<file path="config.mk">
export PLATFORM = sky130hd
export DESIGN_NAME = acq_sequencer
export DESIGN_NICKNAME = d
export VERILOG_FILES = /design/src/rtl/acq_seq_pkg.sv /design/src/rtl/acq_event_gen.sv /design/src/rtl/acq_sequencer.sv
export SDC_FILE = /design/constraint.sdc
export NUM_CORES = 1
export LEC_CHECK = 0
export CORE_UTILIZATION = 25
export DETAILED_ROUTE_END_ITERATION = 6
export PLACE_DENSITY_LB_ADDON = 0.08
export RECOVER_POWER = 25
export SKIP_LAST_GASP = 1
export SLEW_MARGIN = 20
export SYNTH_ARGS = -nofsm -noshare
export SYNTH_HDL_FRONTEND = slang
export SYNTH_HIERARCHICAL = 1
export SYNTH_SLANG_ARGS = --single-unit
</file>
<file path="constraint.sdc">
create_clock -name clk -period 5.8 [get_ports clk]
set_clock_uncertainty 0.2 [all_clocks]
set_input_delay 0.58 -clock clk [delete_from_list [all_inputs] [get_ports clk]]
set_output_delay 0.58 -clock clk [all_outputs]
set_load 0.01 [all_outputs]
</file>
<file path="src/rtl/acq_seq_pkg.sv">
`default_nettype none
// +----------------------------------------------------------------------------+
// | acq_seq_pkg                                                                |
// | Shared types and constants for the acquisition sequencer.                  |
// | Revision: 1.0                                                              |
// +----------------------------------------------------------------------------+
package acq_seq_pkg;

    typedef enum logic [1:0] {
        ST_IDLE     = 2'd0,
        ST_RUN      = 2'd1,
        ST_STOPPING = 2'd2
    } acq_state_t;

    localparam logic [31:0] AGC_RST_WORD  = 32'h0000_0AAA;
    localparam logic [31:0] CTRL_RST_WORD = 32'h0000_0024;
    localparam int          FRAME_CNT_W   = 16;

endpackage
`default_nettype wire

</file>
<file path="src/rtl/acq_event_gen.sv">
`default_nettype none
// +----------------------------------------------------------------------------+
// | acq_event_gen                                                              |
// | Registered equality hit of the frame counter against one event time.       |
// | Revision: 1.0                                                              |
// +----------------------------------------------------------------------------+
module acq_event_gen #(
    parameter int CNT_WIDTH = 32
) (
    input  logic                 clk,
    input  logic                 arstn,
    input  logic                 i_en,
    input  logic [CNT_WIDTH-1:0] i_cnt_nxt,
    input  logic [CNT_WIDTH-1:0] i_time_nxt,
    output logic                 o_hit
);

    // Compares next-cycle values so o_hit is high in the same cycle cnt == time.
    always_ff @(posedge clk or negedge arstn) begin
        if (!arstn) begin
            o_hit <= 1'b0;
        end else begin
            o_hit <= i_en && (i_cnt_nxt == i_time_nxt);
        end
    end

endmodule
`default_nettype wire

</file>
<file path="src/rtl/acq_sequencer.sv">
`default_nettype none
// +----------------------------------------------------------------------------+
// | acq_sequencer                                                              |
// | Frame counter, FSM and event strobes for AGC load and ADC control/enable.  |
// | Revision: 1.0                                                              |
// +----------------------------------------------------------------------------+
module acq_sequencer
    import acq_seq_pkg::*;
#(
    parameter int CNT_WIDTH  = 32,
    parameter int N_CH       = 2,
    parameter int CTRL_WIDTH = 10,
    parameter int AGC_WIDTH  = 12
) (
    input  logic                   clk,
    input  logic                   arstn,
    input  logic                   start,
    input  logic                   stop,
    input  logic                   cfg_continuous,
    input  logic [CNT_WIDTH-1:0]   cfg_period,
    input  logic [CNT_WIDTH-1:0]   cfg_t_agc,
    input  logic [CNT_WIDTH-1:0]   cfg_t_ld,
    input  logic [CNT_WIDTH-1:0]   cfg_t_en,
    input  logic [CNT_WIDTH-1:0]   cfg_t_dis,
    input  logic [AGC_WIDTH-1:0]   cfg_agc_data,
    input  logic [CTRL_WIDTH-1:0]  cfg_ctrlword,
    input  logic [N_CH-1:0]        cfg_ch_mask,
    input  logic [N_CH-1:0]        adc_mbusy,
    output logic                   agc_load,
    output logic [AGC_WIDTH-1:0]   agc_data,
    output logic [N_CH-1:0]        adc_ldctrl,
    output logic [CTRL_WIDTH-1:0]  adc_ctrlword,
    output logic [N_CH-1:0]        adc_enable,
    output logic                   busy,
    output logic [FRAME_CNT_W-1:0] frame_cnt,
    output logic                   cfg_err
);

    localparam int c_ev_agc = 0;
    localparam int c_ev_ld  = 1;
    localparam int c_ev_en  = 2;
    localparam int c_ev_dis = 3;
    localparam int c_n_ev   = 4;

    acq_state_t             r_state;
    acq_state_t             w_state_nxt;
    logic [CNT_WIDTH-1:0]   r_cnt;
    logic [CNT_WIDTH-1:0]   w_cnt_nxt;
    logic [CNT_WIDTH-1:0]   r_pm1;
    logic [CNT_WIDTH-1:0]   r_t     [c_n_ev];
    logic [CNT_WIDTH-1:0]   w_cfg_t [c_n_ev];
    logic [CNT_WIDTH-1:0]   w_t_nxt [c_n_ev];
    logic [c_n_ev-1:0]      w_hit;
    logic [N_CH-1:0]        r_mask;
    logic                   r_cont;

    logic                   r_agc_load;
    logic [AGC_WIDTH-1:0]   r_agc_data;
    logic [N_CH-1:0]        r_ldctrl;
    logic [CTRL_WIDTH-1:0]  r_ctrlword;
    logic [N_CH-1:0]        r_enable;
    logic                   r_busy;
    logic [FRAME_CNT_W-1:0] r_frame;
    logic                   r_err;

    logic w_idle_req;
    logic w_accept;
    logic w_reject;
    logic w_adv;
    logic w_wrap;
    logic w_mbusy_clr;
    logic w_gen_en;

    // Stop has priority over start when both arrive together in IDLE.
    assign w_idle_req  = (r_state == ST_IDLE) && start && !stop;
    assign w_accept    = w_idle_req && (cfg_period >= CNT_WIDTH'(2));
    assign w_reject    = w_idle_req && (cfg_period <  CNT_WIDTH'(2));
    assign w_adv       = (r_state == ST_RUN) && !stop;
    assign w_wrap      = (r_cnt == r_pm1);
    assign w_mbusy_clr = ((adc_mbusy & r_mask) == '0);
    assign w_gen_en    = (w_state_nxt == ST_RUN);

    always_comb begin
        w_cfg_t[c_ev_agc] = cfg_t_agc;
        w_cfg_t[c_ev_ld]  = cfg_t_ld;
        w_cfg_t[c_ev_en]  = cfg_t_en;
        w_cfg_t[c_ev_dis] = cfg_t_dis;
        for (int i = 0; i < c_n_ev; i++) begin
            w_t_nxt[i] = w_accept ? w_cfg_t[i] : r_t[i];
        end
    end

    always_comb begin
        w_state_nxt = r_state;
        w_cnt_nxt   = r_cnt;
        case (r_state)
            ST_IDLE: begin
                if (w_accept) begin
                    w_state_nxt = ST_RUN;
                    w_cnt_nxt   = '0;
                end
            end
            ST_RUN: begin
                if (stop) begin
                    w_state_nxt = ST_STOPPING;
                end else if (w_wrap) begin
                    w_cnt_nxt = '0;
                    if (!r_cont) begin
                        w_state_nxt = ST_STOPPING;
                    end
                end else begin
                    w_cnt_nxt = r_cnt + CNT_WIDTH'(1);
                end
            end
            ST_STOPPING: begin
                if (w_mbusy_clr) begin
                    w_state_nxt = ST_IDLE;
                end
            end
            default: w_state_nxt = ST_IDLE;
        endcase
    end

    for (genvar gi = 0; gi < c_n_ev; gi++) begin : g_evt
        acq_event_gen #(
            .CNT_WIDTH (CNT_WIDTH)
        ) u_evt (
            .clk        (clk),
            .arstn      (arstn),
            .i_en       (w_gen_en),
            .i_cnt_nxt  (w_cnt_nxt),
            .i_time_nxt (w_t_nxt[gi]),
            .o_hit      (w_hit[gi])
        );
    end

    always_ff @(posedge clk or negedge arstn) begin
        if (!arstn) begin
            r_state <= ST_IDLE;
            r_cnt   <= '0;
            r_pm1   <= '0;
            r_mask  <= '0;
            r_cont  <= 1'b0;
            for (int i = 0; i < c_n_ev; i++) begin
                r_t[i] <= '0;
            end
        end else begin
            r_state <= w_state_nxt;
            r_cnt   <= w_cnt_nxt;
            if (w_accept) begin
                r_pm1  <= cfg_period - CNT_WIDTH'(1);
                r_mask <= cfg_ch_mask;
                r_cont <= cfg_continuous;
                for (int i = 0; i < c_n_ev; i++) begin
                    r_t[i] <= w_cfg_t[i];
                end
            end
        end
    end

    always_ff @(posedge clk or negedge arstn) begin
        if (!arstn) begin
            r_agc_load <= 1'b0;
            r_agc_data <= AGC_RST_WORD[AGC_WIDTH-1:0];
            r_ldctrl   <= '0;
            r_ctrlword <= CTRL_RST_WORD[CTRL_WIDTH-1:0];
            r_enable   <= '0;
            r_busy     <= 1'b0;
            r_frame    <= '0;
            r_err      <= 1'b0;
        end else begin
            r_agc_load <= w_adv && w_hit[c_ev_agc];
            r_ldctrl   <= (w_adv && w_hit[c_ev_ld]) ? r_mask : '0;
            r_err      <= w_reject;
            r_busy     <= (w_state_nxt != ST_IDLE);
            // Disable, stop and one-shot end all outrank an enable in the same cycle.
            if (!w_adv || w_hit[c_ev_dis] || (w_wrap && !r_cont)) begin
                r_enable <= '0;
            end else if (w_hit[c_ev_en]) begin
                r_enable <= r_mask;
            end
            if (w_accept) begin
                r_frame    <= '0;
                r_agc_data <= cfg_agc_data;
                r_ctrlword <= cfg_ctrlword;
            end else if (w_adv && w_wrap && (r_frame != '1)) begin
                r_frame <= r_frame + FRAME_CNT_W'(1);
            end
        end
    end

    assign agc_load     = r_agc_load;
    assign agc_data     = r_agc_data;
    assign adc_ldctrl   = r_ldctrl;
    assign adc_ctrlword = r_ctrlword;
    assign adc_enable   = r_enable;
    assign busy         = r_busy;
    assign frame_cnt    = r_frame;
    assign cfg_err      = r_err;

endmodule
`default_nettype wire

</file>
==> flow_metrics.env, run 1 <==
export IMPL_antenna_cells=0
export IMPL_clock_sinks=246
export IMPL_num_rows=81
export IMPL_mostFrequentLayoutCells="537 x nand2_1, 238 x dfrtp_1, 233 x clkdlybuf4s50_1, 166 x xor2_1, 54 x o21ai_0"
export IMPL_yosysSeqAreaShare_pct=49.6
export IMPL_synth_seq_cells=246
export IMPL_ff2ff_setup_slack_ns=1.86
export IMPL_nFillCells=5049
export IMPL_critPathCaptureType="register"
export IMPL_min_from="agc_data[9]"
export IMPL_dpl_hpwl_um=34200
export IMPL_status="finished, violations left"
export IMPL_cpPeakStageDelay_ns=0.61
export IMPL_core_area_sq_mm=0.0490
export IMPL_relSlewSlack_pct=-58.1
export IMPL_post_synth_cell_area_avg_sq_um=8.74
export IMPL_num_vias=10600
export IMPL_drtAntennaViolNets=0
export IMPL_min_path_type="reg2reg"
export IMPL_hold_path_end="agc_data[9]"
export IMPL_cap_violations=2
export IMPL_syn2layout_area_growth_pct=35.1
export IMPL_r2r_cells=12
export IMPL_cts_buffers=30
export IMPL_r2r_start="r_cnt[11]"
export IMPL_rsz0062_at_grt="no"
export IMPL_synth_ff_type="dfrtp_1"
export IMPL_synth_edf_count=0
export IMPL_drtIter0Drc=700
export IMPL_path_cells="clkdlybuf4s50_1, or4_1, nor4_1, nand3_1, a21oi_2, buf_4, a21o_1, xor2_1, nor4_1, nand4_1, nor3_2"
export IMPL_cpMostUsedCell="nor4_1"
export IMPL_syn_nets=1618
export IMPL_drive_above_1_share_pct=7.41
export IMPL_violations="max-capacitance violations, max-slew violations"
export IMPL_die_height_um=225
export IMPL_slowest_stage="or4_1"
export IMPL_finalHoldViolations=0
export IMPL_grt_use_total_pct=18.6
export IMPL_syn_inst=1423
export IMPL_min_path_cells=2
export IMPL_ctsResizeCount=0
export IMPL_cts_tree="built"
export IMPL_gp_congestion=0.828
export IMPL_clkLatencyLatePin_ns=0.59
export IMPL_numPortBuffers=235
export IMPL_cts_setup_buffers=0
export IMPL_path_buf_inv=2
export IMPL_tightest_slew_ns=2.37
export IMPL_final_common_cell="nand2_1"
export IMPL_clock_path_buffers=3
export IMPL_setup_ws_ns=1.42
export IMPL_min_period_ns=4.38
export IMPL_fmax_mhz=228
export IMPL_clk_pin_slew_ns=0.06
export IMPL_power_per_cell_area_mw_per_mm2=353
export IMPL_htree_levels=1
export IMPL_post_route_drc_count=0
export IMPL_drt_pass1_iter_count=5
export IMPL_dp_worst_setup_slack_ns=0.716
export IMPL_initial_utilization_pct=25.4
export IMPL_fin_nets=1860
export IMPL_setup_viol=0
export IMPL_syn_cell_area_sq_mm=0.0124
export IMPL_drv_slew=196
export IMPL_path_class="in2reg"
export IMPL_critPathMaxFanout=10
export IMPL_ir_worst_vdd_mv=0.214
export IMPL_reg2reg_to="g_evt[3].u_evt/o_hit"
export IMPL_io_pins=236
export IMPL_viasPerCell=4.50
export IMPL_p_leak_uw=0.00791
export IMPL_grt_max_degree=105
export IMPL_dieArea_sq_mm=0.0506
export IMPL_grt_pass1_wl_um=70200
export IMPL_cp_arrival_ns=4.69
export IMPL_tns_ns=0
export IMPL_grt_overflow=0
export IMPL_yosys_warnings=6
export IMPL_routed_wl_um=46600
export IMPL_cts_root_buf="clkbuf_16"
export IMPL_post_drt_wl_per_cell_um=19.8
export IMPL_finalPower_uw=5940
export IMPL_ys_async_sr_fraction_pct=100
export IMPL_crit_required_ns=6.11
export IMPL_cp_top_family="simple AND/OR/NAND/NOR gates"
export IMPL_synthDistinctLibCells=53
export IMPL_startpoint_type="primary input"
export IMPL_antenna_found_initial=1
export IMPL_grt_pass1_vias=10700
export IMPL_fin_crit_sh_pct=75.5
export IMPL_dieWidth_um=225
==> timing repair <==
item / in CTS / in global routing
hold buffers: 1 / 0
endpoints found under the hold margin: 81 / 0
endpoints found under the setup margin: 0 / 0
==> Yosys cell counts (all sizes together) (3+ instances only) <==
cell / n / share of area (%)
dfrtp: 238 / 48
inv: 18 / 0.54
xnor2: 27 / 1.9
nor3: 26 / 1.2
a21o: 4 / 0.24
and3: 9 / 0.45
nand3: 51 / 2.1
nand4: 20 / 1.0
buf: 25 / 1.1
o21ai: 54 / 2.2
o311ai: 13 / 0.92
nor4: 47 / 2.4
nor2: 29 / 0.90
mux2i: 3 / 0.24
clkbuf: 41 / 1.3
nand2: 538 / 16
or2: 5 / 0.25
or4: 11 / 0.66
a21oi: 24 / 0.97
ha: 4 / 0.40
and4: 5 / 0.35
or3: 30 / 1.5
dfstp: 8 / 1.7
xor2: 166 / 12
==> worst max path at each step <==
| stage | start | endpoint | slack (ns) | cells after the start |
|---|---|---|---|---|
| after global placement | cfg_period[26] | g_evt[3].u_evt/o_hit | 0.82 | 11 |
| final | cfg_period[26] | g_evt[3].u_evt/o_hit | 1.42 | 11 |
| after detailed placement | cfg_period[26] | g_evt[3].u_evt/o_hit | 0.72 | 11 |
| after global routing | arstn | r_t[27] | 0.83 | 3 |
| after floorplan | stop | g_evt[0].u_evt/o_hit | 2.22 | 12 |
| after CTS | cfg_period[26] | g_evt[3].u_evt/o_hit | 1.33 | 11 |
==> cell type report <==
type	instances	area, sq um	area share (%)
Sequential cell	246	6170	36.7
Clock buffer	40	858	5.11
Tap cell	664	831	4.95
Inverter	18	67.6	0.402
Clock inverter	13	173	1.03
Timing Repair Buffer	276	2690	16.0
Multi-Input combinational cell	1093	6000	35.8
==> logic make-up (layout without fill, tap and decap cells) <==
kind of cell / after synthesis / in the layout / synth area share [%]
and+or+nand+nor: 785 / 785 / 28.0
AOI/OAI and AO/OA: 108 / 108 / 5.22
muxes: 3 / 3 / 0.242
buffers and inverters: 84 / 347 / 2.91
DFF: 246 / 246 / 49.6
adders and majority gates: 4 / 4 / 0.403
xor gates and xnor gates: 193 / 193 / 13.6
==> worst reg2reg max path: cells and delay by family, from the launching register on <==
kind	cells	cell delay (ns)
compound gates	3	0.64
flops	1	0.50
xor+xnor	2	0.43
buf+inv	2	0.60
simple gates	5	1.52
==> power by group <==
group	internal (uW)	leakage (uW)	switching, uW
sequential	2170	0.00312	204
combinational	655	0.00428	947
clock	1170	0.000501	788
==> metrics by stage <==
step | instance area [sq um] | util [%] | std cells | hold slack, ns
detailed placement | 15800 | 32.2 | 2296 | 0.249
finish | 16800 | 34.3 | 2350 | 0.258
floorplan | 12400 | - | 1423 | 0.0844
CTS | 16800 | 34.4 | 2350 | 0.255
global placement | 15800 | 32.2 | 2296 | 0.245
global route | 16800 | 34.3 | 2350 | 0.271
==> flip-flops by register name (all words and copies together) (netlist names) <==
name               count
r_t                  128
r_cnt                 32
r_pm1                 32
frame_cnt             16
agc_data              12
adc_ctrlword          10
g_evt.u_evt/o_hit      4
adc_enable             2
adc_ldctrl             2
r_mask                 2
r_state                2
agc_load               1
busy                   1
cfg_err                1
r_cont                 1
==> metal layers <==
layer	global-route usage [%]	routed length, um	part of all wire, %	up-vias
li1	-	-	-	5202
met1	26.5	22300	48	5089
met2	29.7	21300	46	246
met3	2.83	2330	5.0	49
met4	3.62	671	1.4	0
met5	0	0	0	-
(Power assumes the default switching activity.)
==> run 2, diff against run 1 <==
==> constraint.sdc (replaced) <==
create_clock -name clk -period 4.09 [get_ports clk]
set_clock_uncertainty 0.2 [all_clocks]
set_input_delay 0.409 -clock clk [delete_from_list [all_inputs] [get_ports clk]]
set_output_delay 0.409 -clock clk [all_outputs]
set_load 0.01 [all_outputs]
==> run 2 against run 1 <==
The run still ends with max-capacitance violations, max-slew violations left. Sequential cell count unchanged. Hold slack worse by 0.097 ns. Via count grew 4.2%. Register-to-register slack got worse by 1.7 ns. First-iteration DRC count down 16%. Non-clock buffer count is 109 higher. Count of clock-buffer cells in the layout up 9. Largest power group unchanged.
==> flow_metrics.env, run 2 (synthesis results as in run 1) <==
export IMPL_status="finished, violations left"
export IMPL_violations="max-capacitance violations, max-slew violations"
export IMPL_gp_congestion=0.835
export IMPL_syn2layout_area_growth_pct=44.0
export IMPL_min_period_ns=3.88
export IMPL_numPortBuffers=235
export IMPL_path_buf_inv=1
export IMPL_num_rows=81
export IMPL_drt_pass1_iter_count=5
export IMPL_clk_pin_slew_ns=0.06
export IMPL_min_path_type="in2reg"
export IMPL_ir_worst_vdd_mv=0.200
export IMPL_tightest_slew_ns=2.78
export IMPL_tns_ns=0
export IMPL_cts_buffers=34
export IMPL_swShare_pct=32.0
export IMPL_cpPeakStageDelay_ns=0.57
export IMPL_regMostFlops="r_t"
export IMPL_fin_nets=1973
export IMPL_initial_utilization_pct=25.4
export IMPL_clockPowerShare_pct=33.9
export IMPL_clock_path_buffers=3
export IMPL_largest_registers="r_t: 128 flops, r_cnt: 32 flops, r_pm1: 32 flops"
export IMPL_drv_slew=99
export IMPL_drtIter0Drc=591
export IMPL_grt_pass1_wl_um=71400
export IMPL_viasPerCell=4.47
export IMPL_post_route_drc_count=0
export IMPL_p_int_uw=5970
export IMPL_cp_top_family="simple AND/OR/NAND/NOR gates"
export IMPL_cp_arrival_ns=4.16
export IMPL_fin_crit_sh_pct=95.0
export IMPL_core_area_sq_mm=0.0490
export IMPL_cpMostUsedCell="nand4_1"
export IMPL_dp_worst_setup_slack_ns=-0.139
export IMPL_dp_cells=2405
export IMPL_grt_overflow=0
export IMPL_setup_viol=0
export IMPL_mostFrequentLayoutCells="537 x nand2_1, 238 x dfrtp_1, 234 x clkdlybuf4s50_1, 166 x xor2_1, 121 x buf_4"
export IMPL_die_height_um=225
export IMPL_final_cells=2467
export IMPL_relSlewSlack_pct=-85.2
export IMPL_finalHoldViolations=0
export IMPL_path_class="reg2reg"
export IMPL_p_sw_uw=2810
export IMPL_antenna_cells=0
export IMPL_grt_use_total_pct=19.0
export IMPL_cts_root_buf="clkbuf_16"
export IMPL_dieWidth_um=225
export IMPL_num_vias=11000
export IMPL_clkLatencyLatePin_ns=0.55
export IMPL_slowest_stage="dfrtp_1"
export IMPL_grt_pass1_vias=11000
export IMPL_clock_sinks=246
export IMPL_antenna_found_initial=0
export IMPL_critPathMaxFanout=7
export IMPL_crit_required_ns=4.36
export IMPL_dpl_hpwl_um=35700
export IMPL_setup_ws_ns=0.205
export IMPL_grt_max_degree=100
export IMPL_path_cells="and4_1, nand4_1, or2_1, or4_1, or3_1, nand3_1, buf_4, xor2_1, nor4_1, nand4_1, nor3_2"
export IMPL_cts_setup_buffers=0
export IMPL_power_per_cell_area_mw_per_mm2=491
export IMPL_fmax_mhz=257
export IMPL_final_common_cell="nand2_1"
export IMPL_post_drt_wl_per_cell_um=19.2
export IMPL_cap_violations=1
export IMPL_p_seq_share_pct=38.4
export IMPL_routed_wl_um=47400
export IMPL_rsz0062_at_grt="no"
export IMPL_p_leak_uw=0.00854
export IMPL_power_frac_comb_pct=27.8
export IMPL_startpoint_type="register"
export IMPL_critPathCaptureType="register"
export IMPL_hold_slack_ns=0.161
export IMPL_drtAntennaViolNets=0
export IMPL_io_pins=236
export IMPL_largest_reg_flops=128
export IMPL_htree_levels=2
export IMPL_drive_above_1_share_pct=12.5
export IMPL_dieArea_sq_mm=0.0506
export IMPL_cts_tree="built"
## run 2: area by class of cell
| type | count | area (sq um) |
|---|---|---|
| sequential | 246 | 6170 |
| clock inverter | 12 | 139 |
| timing repair buffer | 385 | 3790 |
| multi-input combinational | 1093 | 5920 |
| tap | 664 | 831 |
| clock buffer | 49 | 977 |
| fill | 4967 | 31100 |
| inverter | 18 | 67.6 |
## run 2: path summary, 6_finish.rpt
kind / startpoint / depth (start not counted) / slack, ns / endpoint
max: r_cnt[7] / 11 / 0.21 / g_evt[1].u_evt/o_hit
min in group asynchronous: arstn / 2 / 1.05 / agc_data[6]
min: cfg_agc_data[9] / 3 / 0.16 / agc_data[9]
max in group asynchronous: arstn / 2 / 0.95 / r_t[14]
min reg2reg: agc_data[5] / 2 / 0.26 / agc_data[5]
max reg2reg: r_cnt[7] / 11 / 0.21 / g_evt[1].u_evt/o_hit
## run 2: layer usage
layer | wire (um) | track usage, % | vias up
met2 | 21600 | 29.9 | 233
met4 | 725 | 3.91 | 0
met5 | 0 | 0 | -
li1 | - | - | 5458
met3 | 2310 | 3.89 | 42
met1 | 22800 | 26.8 | 5296
## run 2: worst min-delay path: stages
cell,delay (ns)
clkdlybuf4s50_1,0.39
nand2_1,0.05
nand2_1,0.04
## run 2: repair_timing
| item | in CTS | in global routing |
|---|---|---|
| hold buffers | 1 | 0 |
| hold endpoints to repair | 87 | 0 |
| resized for setup | 0 | 1 |
| setup endpoints to repair | 0 | 2 |
## run 2: power groups by stage
stage	sequential, uW	combinational, uW	clock, uW
6_report	3370	2440	2970
3_3_place_gp	3400	2450	0
5_1_grt	3440	2730	3170
2_1_floorplan	3360	1320	0
4_1_cts	3380	2470	3070
3_5_place_dp	3410	2450	0
## run 2: through the flow
stage	util (%)	total power (uW)	area (sq um)
3_3_place_gp	34.3	5850	16800
2_1_floorplan	-	4680	12400
6_report	36.6	8780	17900
4_1_cts	36.6	8910	17900
5_1_grt	36.6	9340	17900
3_5_place_dp	34.3	5860	16800
